<file path="src/rtl/vga_pkg.sv">
// Shared VGA geometry, coordinate widths and the position FSM encoding.
// Also holds the signed step selected by one pair of opposing keys.
package vga_pkg;

  localparam int H_ACTIVE = 640;
  localparam int V_ACTIVE = 480;
  localparam int OBJ_W    = 32;
  localparam int OBJ_H    = 32;
  localparam int X_W      = 10;
  localparam int Y_W      = 9;
  localparam int X_MAX    = H_ACTIVE - OBJ_W;
  localparam int Y_MAX    = V_ACTIVE - OBJ_H;

  typedef enum logic [1:0] {
    IDLE,
    LATCH,
    UPD_X,
    UPD_Y
  } fsm_t;

  // Opposing keys cancel out.
  function automatic logic signed [4:0] axis_step(
    input logic       inc,
    input logic       dec,
    input logic [3:0] step
  );
    logic signed [4:0] s;
    s = signed'({1'b0, step});
    if (inc && !dec)
      return s;
    else if (dec && !inc)
      return -s;
    return '0;
  endfunction

endpackage

</file>
<file path="src/rtl/debounce_tecla.sv">
// One active-low key: 2-flop synchroniser plus stability counter.
// pressed is high while the debounced level is low.
module debounce_tecla #(
  parameter int DEB_CYCLES = 250000
) (
  input  logic clk,
  input  logic reset,
  input  logic key,
  output logic pressed
);

  localparam int CW = $clog2(DEB_CYCLES);

  logic          s1;
  logic          s2;
  logic          deb;
  logic [CW-1:0] cnt;

  always_ff @(posedge clk or posedge reset) begin
    if (reset) begin
      s1  <= 1'b1;
      s2  <= 1'b1;
      deb <= 1'b1;
      cnt <= '0;
    end else begin
      s1 <= key;
      s2 <= s1;
      if (s2 == deb) begin
        cnt <= '0;
      end else if (cnt == CW'(DEB_CYCLES - 1)) begin
        deb <= s2;
        cnt <= '0;
      end else begin
        cnt <= cnt + 1'b1;
      end
    end
  end

  assign pressed = ~deb;

endmodule

</file>
<file path="src/rtl/controle_posicao_objeto.sv">
// Per-frame object position scheduler: debounced keys, v_sync
// frame detect and a 4-state FSM applying one clamped step per frame.
module controle_posicao_objeto
  import vga_pkg::*;
#(
  parameter int X_INIT     = 304,
  parameter int Y_INIT     = 224,
  parameter int DEB_CYCLES = 250000
) (
  input  logic           clk,
  input  logic           reset,
  input  logic           v_sync,
  input  logic [3:0]     KEY,
  input  logic [2:0]     SW,
  output logic [X_W-1:0] pos_x,
  output logic [Y_W-1:0] pos_y,
  output logic           frame_tick,
  output logic           moving
);

  localparam logic signed [X_W:0] XMAX_S = (X_W + 1)'(X_MAX);
  localparam logic signed [Y_W:0] YMAX_S = (Y_W + 1)'(Y_MAX);

  logic [3:0] pressed;

  for (genvar i = 0; i < 4; i++) begin : g_key
    debounce_tecla #(
      .DEB_CYCLES(DEB_CYCLES)
    ) u_deb (
      .clk    (clk),
      .reset  (reset),
      .key    (KEY[i]),
      .pressed(pressed[i])
    );
  end

  logic vs_s1;
  logic vs_s2;
  logic vs_d;

  always_ff @(posedge clk or posedge reset) begin
    if (reset) begin
      vs_s1      <= 1'b1;
      vs_s2      <= 1'b1;
      vs_d       <= 1'b1;
      frame_tick <= 1'b0;
      moving     <= 1'b0;
    end else begin
      vs_s1      <= v_sync;
      vs_s2      <= vs_s1;
      vs_d       <= vs_s2;
      frame_tick <= vs_d & ~vs_s2;
      moving     <= |pressed;
    end
  end

  fsm_t       state;
  logic [3:0] keys_lat;
  logic [3:0] step_lat;

  logic signed [4:0]   dx;
  logic signed [4:0]   dy;
  logic signed [X_W:0] nx;
  logic signed [Y_W:0] ny;
  logic [X_W-1:0]      cx;
  logic [Y_W-1:0]      cy;

  always_comb begin
    dx = axis_step(keys_lat[0], keys_lat[1], step_lat);
    dy = axis_step(keys_lat[2], keys_lat[3], step_lat);
    nx = signed'({1'b0, pos_x}) + {{(X_W - 4){dx[4]}}, dx};
    ny = signed'({1'b0, pos_y}) + {{(Y_W - 4){dy[4]}}, dy};
    if (nx < 0)
      cx = '0;
    else if (nx > XMAX_S)
      cx = X_W'(X_MAX);
    else
      cx = nx[X_W-1:0];
    if (ny < 0)
      cy = '0;
    else if (ny > YMAX_S)
      cy = Y_W'(Y_MAX);
    else
      cy = ny[Y_W-1:0];
  end

  // Ticks arriving outside IDLE are dropped.
  always_ff @(posedge clk or posedge reset) begin
    if (reset) begin
      state    <= IDLE;
      keys_lat <= '0;
      step_lat <= '0;
      pos_x    <= X_W'(X_INIT);
      pos_y    <= Y_W'(Y_INIT);
    end else begin
      unique case (state)
        IDLE: begin
          if (frame_tick) begin
            keys_lat <= pressed;
            step_lat <= {1'b0, SW} + 4'd1;
            state    <= LATCH;
          end
        end
        LATCH: begin
          pos_x <= cx;
          state <= UPD_X;
        end
        UPD_X: begin
          pos_y <= cy;
          state <= UPD_Y;
        end
        UPD_Y: begin
          state <= IDLE;
        end
        default: state <= IDLE;
      endcase
    end
  end

endmodule
</file>
<file path="config.mk">
export PLATFORM = sky130hd
export DESIGN_NAME = controle_posicao_objeto
export DESIGN_NICKNAME = d
export VERILOG_FILES = /design/src/rtl/vga_pkg.sv /design/src/rtl/debounce_tecla.sv /design/src/rtl/controle_posicao_objeto.sv
export SDC_FILE = /design/constraint.sdc
export NUM_CORES = 1
export LEC_CHECK = 0
export CAP_MARGIN = 20
export CORE_ASPECT_RATIO = 0.7
export CORE_MARGIN = 2
export CORE_UTILIZATION = 55
export CTS_CLUSTER_DIAMETER = 200
export DETAILED_ROUTE_END_ITERATION = 16
export GPL_TIMING_DRIVEN = 0
export PLACE_DENSITY = 0.82
export SYNTH_ARGS = -nofsm -noshare
export SYNTH_HDL_FRONTEND = slang
export SYNTH_HIERARCHICAL = 1
export SYNTH_SLANG_ARGS = --single-unit
</file>
<file path="constraint.sdc">
create_clock -name clk -period 3.2 [get_ports clk]
set_clock_uncertainty 0.2 [all_clocks]
set_input_delay 0.8 -clock clk [delete_from_list [all_inputs] [get_ports clk]]
set_output_delay 0.8 -clock clk [all_outputs]
set_load 0.02 [all_outputs]
</file>
# Yosys cells after proc, flatten, opt, wreduce, memory -nomap -nowiden
# Index checks and enable logic that the tools add are counted.
[totals]
regBits = 118
latchBits = 0
ramBits = 0
rom_bits = 0
input_bits = 10
output_inout_bits = 21
elab_cells = 99
mem_count = 0
[classes]
n_addsub = 8
multipliers = 0
n_div = 0
order_cmp = 4
n_eq_ne = 12
shift = 0
n_mux = 24
bitwise_logic = 10
n_reduce_logical = 15
[ops]
columns = ["op", "n"]
rows = [
  ["18-bit 2-to-1 mux", 8],
  ["18-bit by 1-bit adder with 18-bit output (second input constant)", 4],
  ["18-bit == test (second input constant)", 4],
  ["5-bit 2-to-1 mux", 6],
  ["10-bit 2-to-1 mux", 2],
  ["9-bit 2-to-1 mux", 2],
  ["10-bit by 11-bit adder with 11-bit output", 1],
  ["11-bit > comparator (second input constant)", 1],
  ["11-bit by 1-bit less-than comparator with 1-bit output (second input constant)", 1],
  ["9-bit by 10-bit adder with 10-bit output", 1],
  ["10-bit > comparator (second input constant)", 1],
  ["10-bit by 1-bit less-than comparator with 1-bit output (second input constant)", 1],
  ["2-bit AND reduction", 5],
  ["1-bit NOT", 9],
  ["2-bit case mux with 4 select lines", 1],
  ["4-bit negator with 5-bit output", 1],
  ["3-bit by 1-bit adder with 4-bit output (second input constant)", 1],
  ["1-bit == test", 4],
  ["2-bit == test (second input constant)", 2],
  ["1-bit logical AND", 4],
  ["1-bit zero test", 4],
  ["1-bit 2-to-1 mux", 4],
  ["4-bit OR reduction", 1],
  ["2-bit by 1-bit == test with 1-bit output (second input constant)", 1],
  ["other kinds (4)", 4],
]

# Logic depth before layout (Yosys ltp)
[depth]
depth_word = 9
depth_mapped = 14
depth_no_buf = 13

# Hierarchy
# Netlist, hierarchy kept.
[by_module_without_submodules]
columns = ["mod", "n_inst", "cells_each", "area_each_um2", "seq_area_each_um2"]
rows = [
  ["debounce_tecla", 4, 105, 1063.5, 529.3],
  ["controle_posicao_objeto", 1, 284, 2601.2, 862.1],
]

# Worst setup path after synthesis
# No wires, ideal clock.
[synth_timing]
path_kind = "reg-to-reg"
start = "register keys_lat[0]"
end = "register pos_x[3]"
arrival_ns = 2.813
required_ns = 2.863
path_slack_ns = 0.050
path_stages_with_launch = 13
path_buffers = 0
period_less_slack_ns = 3.150
cell_sequence = "dfrtp_1 > ha_1 > nor2_1 > ha_1 > inv_1 > fa_1 > nand2b_1 > a211o_1 > and3_4 > a2111o_1 > o311ai_2 > a21o_4 > o32ai_2"
[synth_between]
elab_chain_len = 9
word_cells_on_any_way = 12
[synth_rtl]
columns = ["item", "line", "rtl"]
rows = [
  ["from (decl)", "controle_posicao_objeto.sv:58", "logic [3:0] keys_lat;"],
  ["from (signal assigned)", "controle_posicao_objeto.sv:99", "keys_lat <= pressed;"],
  ["1-bit zero test", "vga_pkg.sv:31", "else if (dec && !inc)"],
  ["1-bit logical AND", "vga_pkg.sv:31", ""],
  ["1-bit 2-to-1 mux", "vga_pkg.sv:31", ""],
  ["1-bit 2-to-1 mux", "vga_pkg.sv:29", "if (inc && !dec)"],
  ["5-bit 2-to-1 mux *", "vga_pkg.sv:33", "return '0;"],
  ["10-bit by 11-bit adder with 11-bit output *", "controle_posicao_objeto.sv:71", "nx = signed'({1'b0, pos_x}) + {{(X_W - 4){dx[4]}}, dx};"],
  ["11-bit > comparator", "controle_posicao_objeto.sv:75", "else if (nx > XMAX_S)"],
  ["10-bit 2-to-1 mux", "controle_posicao_objeto.sv:75", ""],
  ["10-bit 2-to-1 mux *", "controle_posicao_objeto.sv:73", "if (nx < 0)"],
  ["to (signal assigned)", "controle_posicao_objeto.sv:93", "pos_x <= X_W'(X_INIT);"],
  ["to (decl)", "controle_posicao_objeto.sv:15", "output logic [X_W-1:0] pos_x,"],
]
# Every way passes the cells marked *; elsewhere a longest branch is shown, timed or not.
# A chain may end at the register's enable or synchronous reset.

# Final worst setup path
[layout_timing]
start = "register keys_lat[1]"
end = "register pos_x[3]"
[layout_between]
elab_chain_len = 8
word_cells_on_any_way = 12
[layout_rtl]
columns = ["item", "line"]
rows = [
  ["1-bit logical AND or 1-bit zero test (tied branches)", "vga_pkg.sv:31, vga_pkg.sv:29"],
  ["1-bit 2-to-1 mux or 1-bit logical AND (tied branches)", "vga_pkg.sv:31, vga_pkg.sv:29"],
  ["1-bit 2-to-1 mux or 5-bit 2-to-1 mux (tied branches)", "vga_pkg.sv:29"],
  ["5-bit 2-to-1 mux *", "vga_pkg.sv:33"],
  ["10-bit by 11-bit adder with 11-bit output *", "controle_posicao_objeto.sv:71"],
  ["11-bit > comparator", "controle_posicao_objeto.sv:75"],
  ["10-bit 2-to-1 mux", "controle_posicao_objeto.sv:75"],
  ["10-bit 2-to-1 mux *", "controle_posicao_objeto.sv:73"],
]
# Marked as above.

==> reports/results.txt <==
CTS hold repair buffers: 0
DR WL/cell: 18.08 microns
Initial antenna violation count: 0
Cell mode on critical path: ha_4
Iteration-0 DRC Markers: 526
CTS buffer count: 17
Sequential area share after synthesis: 43.46%
Global-route usage over all layers: 24.64%
Critical-path top delay cell: dfrtp_1
Ports: 31
Post-Synth Simple-Gate Area: 21.24%
Final wirelength: 17180 microns
Post-Synth Adder-Cell Area: 6.242%
Drt pass-1 iters: 5
Hold Vio Cnt, Final: 0
Final setup viols: 9
Max Clk Rate: 295.6 MHz
Outcome: finished, violations left
Ys async rst share: 100.0%
CTS max path bufs: 2
Die area: 13390 sq um
Fin cells: 950
CORE AREA: 12290 sq um
CTS H-tree lvls: 4
Total clock sinks: 118
Startpoint Class: flip-flop
Slew headroom: 43.52%
FF+latch area: 2979 sq um
Tot Pwr: 6447 uW
Port bufs: 30
Post-synth EDFFs: 0
Die H: 97.41 microns
Largest net degree at the start of global routing: 26
Clock-pin slew on the worst setup and hold paths: 60 ps
Dpl cells: 897
DRC errors left: 0
Vias in the first global route: 5487
Worst Tran Pin Value: 846.3 ps
Max-cap violations: 0
Root Buffer: clkbuf_16
DP HPWL: 10520 microns
Vias: 5889
Mux cell area share after synthesis: 2.099%
Top post-synthesis cells by area: dfrtp_1 (35%), dfstp_2 (8.0%), ha_1 (5.7%)
Failing checks: setup timing
Area delta synth->final: 24.75%
GRT Residual Overflow: 0
Worst setup margin: -182.5 ps
Multi-input gate area: 3841 sq um
Pleak: 0.003436 uW
Row Count: 34
First-pass GRT wire length: 26310 microns
Peak VDD IR: 0.5276 mV
Distinct cell type count after synthesis: 63
Number of synthesized register bits: 118
Xor/xnor share of the synthesized area: 9.199%
GPL Wtd Cong: 0.8974
Fin area: 8552 sq um
Width of the chip: 137.4 microns
Post-synthesis net count: 747
RSZ-0062 raised after global routing: yes
Post-place instance area: 7386 sq um
Crit-path max cell delay: 380 ps
Top cell type's share of synthesized area: 35.41%
CP max FO: 6
TritonCTS clock tree: built
Ys flop type: dfrtp_1
Cells after Synth: 704
ANT nets after route: 0
# diodes: 0
Worst-path cell chain: inv_2 > ha_4 > or3_1 > a21oi_2 > ha_4 > o211ai_1 > a211o_1 > a31oi_2 > xnor2_1 > nand2_2 > buf_4 > a21o_4 > o32ai_2
Final period util: 105.7%
Compound-Gate Fraction of Synth Area: 11.81%
Critical Path Sink Type: flip-flop
Synth area leader: dfrtp_1
Share of post-route cells with drive strength above 1: 22.46%
Crit path DAT: 3490 ps
Tmin final: 3383 ps
Fill cells: 829
Nets: 818
Data required, critical path: 3310 ps
Via density per instance: 6.199
Main combinational cell family by area after synthesis: simple AND/OR/NAND/NOR gates
Max-slew violations: 0
Worst skew pair latency: 420 ps
Tightest Hold Check Type: flip-flop to flip-flop
Avg Synthesized Cell Area: 9.738 sq um
Synth Cell Area: 6855 sq um
Synth warn: 6
Setup Crit Path Kind: flip-flop to flip-flop
Initial core utilization: 55.76%
Pwr dens: 753.8 nW/um^2
## report_power, final
part	internal, uW	switching, uW	leakage, uW
sequential	1670	189	0.00152
combinational	1190	1390	0.00163
clock	1290	702	0.000291
## Yosys cell counts (5+ instances only)
cell type / count
nor4_1: 12
or2_2: 5
or4_1: 10
buf_6: 8
o21ai_0: 21
o22ai_1: 14
nand2_1: 49
a21oi_1: 34
xor2_1: 28
o31ai_1: 9
clkbuf_1: 17
mux2_2: 11
nor3_1: 15
nor2_1: 80
and3_1: 12
inv_1: 44
xnor2_1: 44
nand3_1: 17
a21o_1: 5
dfrtp_1: 97
or3_1: 9
nand4_1: 41
dfstp_2: 21
ha_1: 31
## layout by cell type (no fill, tap or decap), drive strengths merged, types with 6 or more instances in the layout
cell type	n
nor3	17
o31ai	10
nor4	16
clkbuf	33
clkinv	6
and3	17
mux2	11
dfrtp	97
o22ai	14
ha	31
nand2	49
nand3	17
xnor2	44
a21o	6
dfstp	21
or4	10
a21oi	34
nor2	80
or3	9
buf	36
nand4	41
clkdlybuf4s50	30
or2	6
xor2	28
inv	44
o21ai	24
## critical path: cells and delay by family (launching register included)
kind,cells,cell delay [ps]
adders and majority gates,2,430
xor gates and xnor gates,1,230
DFF,1,380
and+or+nand+nor,2,480
buffers and inverters,2,220
AOI/OAI and AO/OA,6,1340
## state kept, by name, indices dropped and copies added (netlist names)
name / count
keys_lat: 4
step_lat: 4
g_key.u_deb/deb: 4
frame_tick: 1
vs_s1: 1
vs_s2: 1
moving: 1
g_key.u_deb/s1: 4
pos_y: 9
vs_d: 1
g_key.u_deb/cnt: 72
state: 2
g_key.u_deb/s2: 4
pos_x: 10
## path summary, 6_finish.rpt
path | end | depth (start not counted) | slack [ps] | start
min in group asynchronous | keys_lat[3]$_DFFE_PP0P_ | 2 | 680 | reset
worst max-delay path | pos_x[3]$_DFFE_PP0N_ | 13 | -180 | keys_lat[1]$_DFFE_PP0P_
worst max register to register | pos_x[3]$_DFFE_PP0N_ | 13 | -180 | keys_lat[1]$_DFFE_PP0P_
worst min register to register | vs_s2$_DFF_PP1_ | 0 | 150 | vs_s1$_DFF_PP1_
worst min-delay path | vs_s2$_DFF_PP1_ | 0 | 150 | vs_s1$_DFF_PP1_
max in group asynchronous | g_key[0].u_deb/cnt[12]$_DFF_PP0_ | 2 | 1420 | reset
## stage by stage
stage	setup TNS, ps	hold slack (ps)	worst slack (ps)	util, %
after floorplan	0	145.2	50.20	-
after global placement	-2755	147.1	-207.3	59.85
after detailed placement	-4476	147.2	-347.3	60.08
after CTS	0	154.4	11.53	67.11
after global routing	-2264	155.4	-282.6	69.56
final	-844.7	150.5	-182.5	69.56
## metal layers
metal | part of all wire [%] | vias up | GRT usage (%)
met1 | 42 | 2891 | 33.22
li1 | - | 2656 | -
met4 | 2.9 | 0 | 10.31
met2 | 49 | 291 | 38.92
met5 | 0 | - | 0
met3 | 5.7 | 51 | 4.747
## cell families after synthesis
logic type               Yosys count
adder cells (fa/ha/maj)           33
buffers and inverters             74
XOR/XNOR                          72
flip-flops                       118
AO/OA/AOI/OAI                    118
multiplexers                      13
AND/OR/NAND/NOR                  276
## cell type report
cell class | instances | share of cell area, %
Tap cell | 162 | 2.370
Timing Repair Buffer | 54 | 5.999
Sequential cell | 118 | 34.84
Clock buffer | 18 | 5.018
Clock inverter | 14 | 2.151
Multi-Input combinational cell | 512 | 44.92
Inverter | 44 | 1.961
Buffer | 28 | 2.751
## timing repair
item	CTS	global route
buffers inserted	8	16
setup endpoints to repair	19	18
gates resized for setup	32	44
pin swaps	13	27
(Power assumes the default switching activity.)
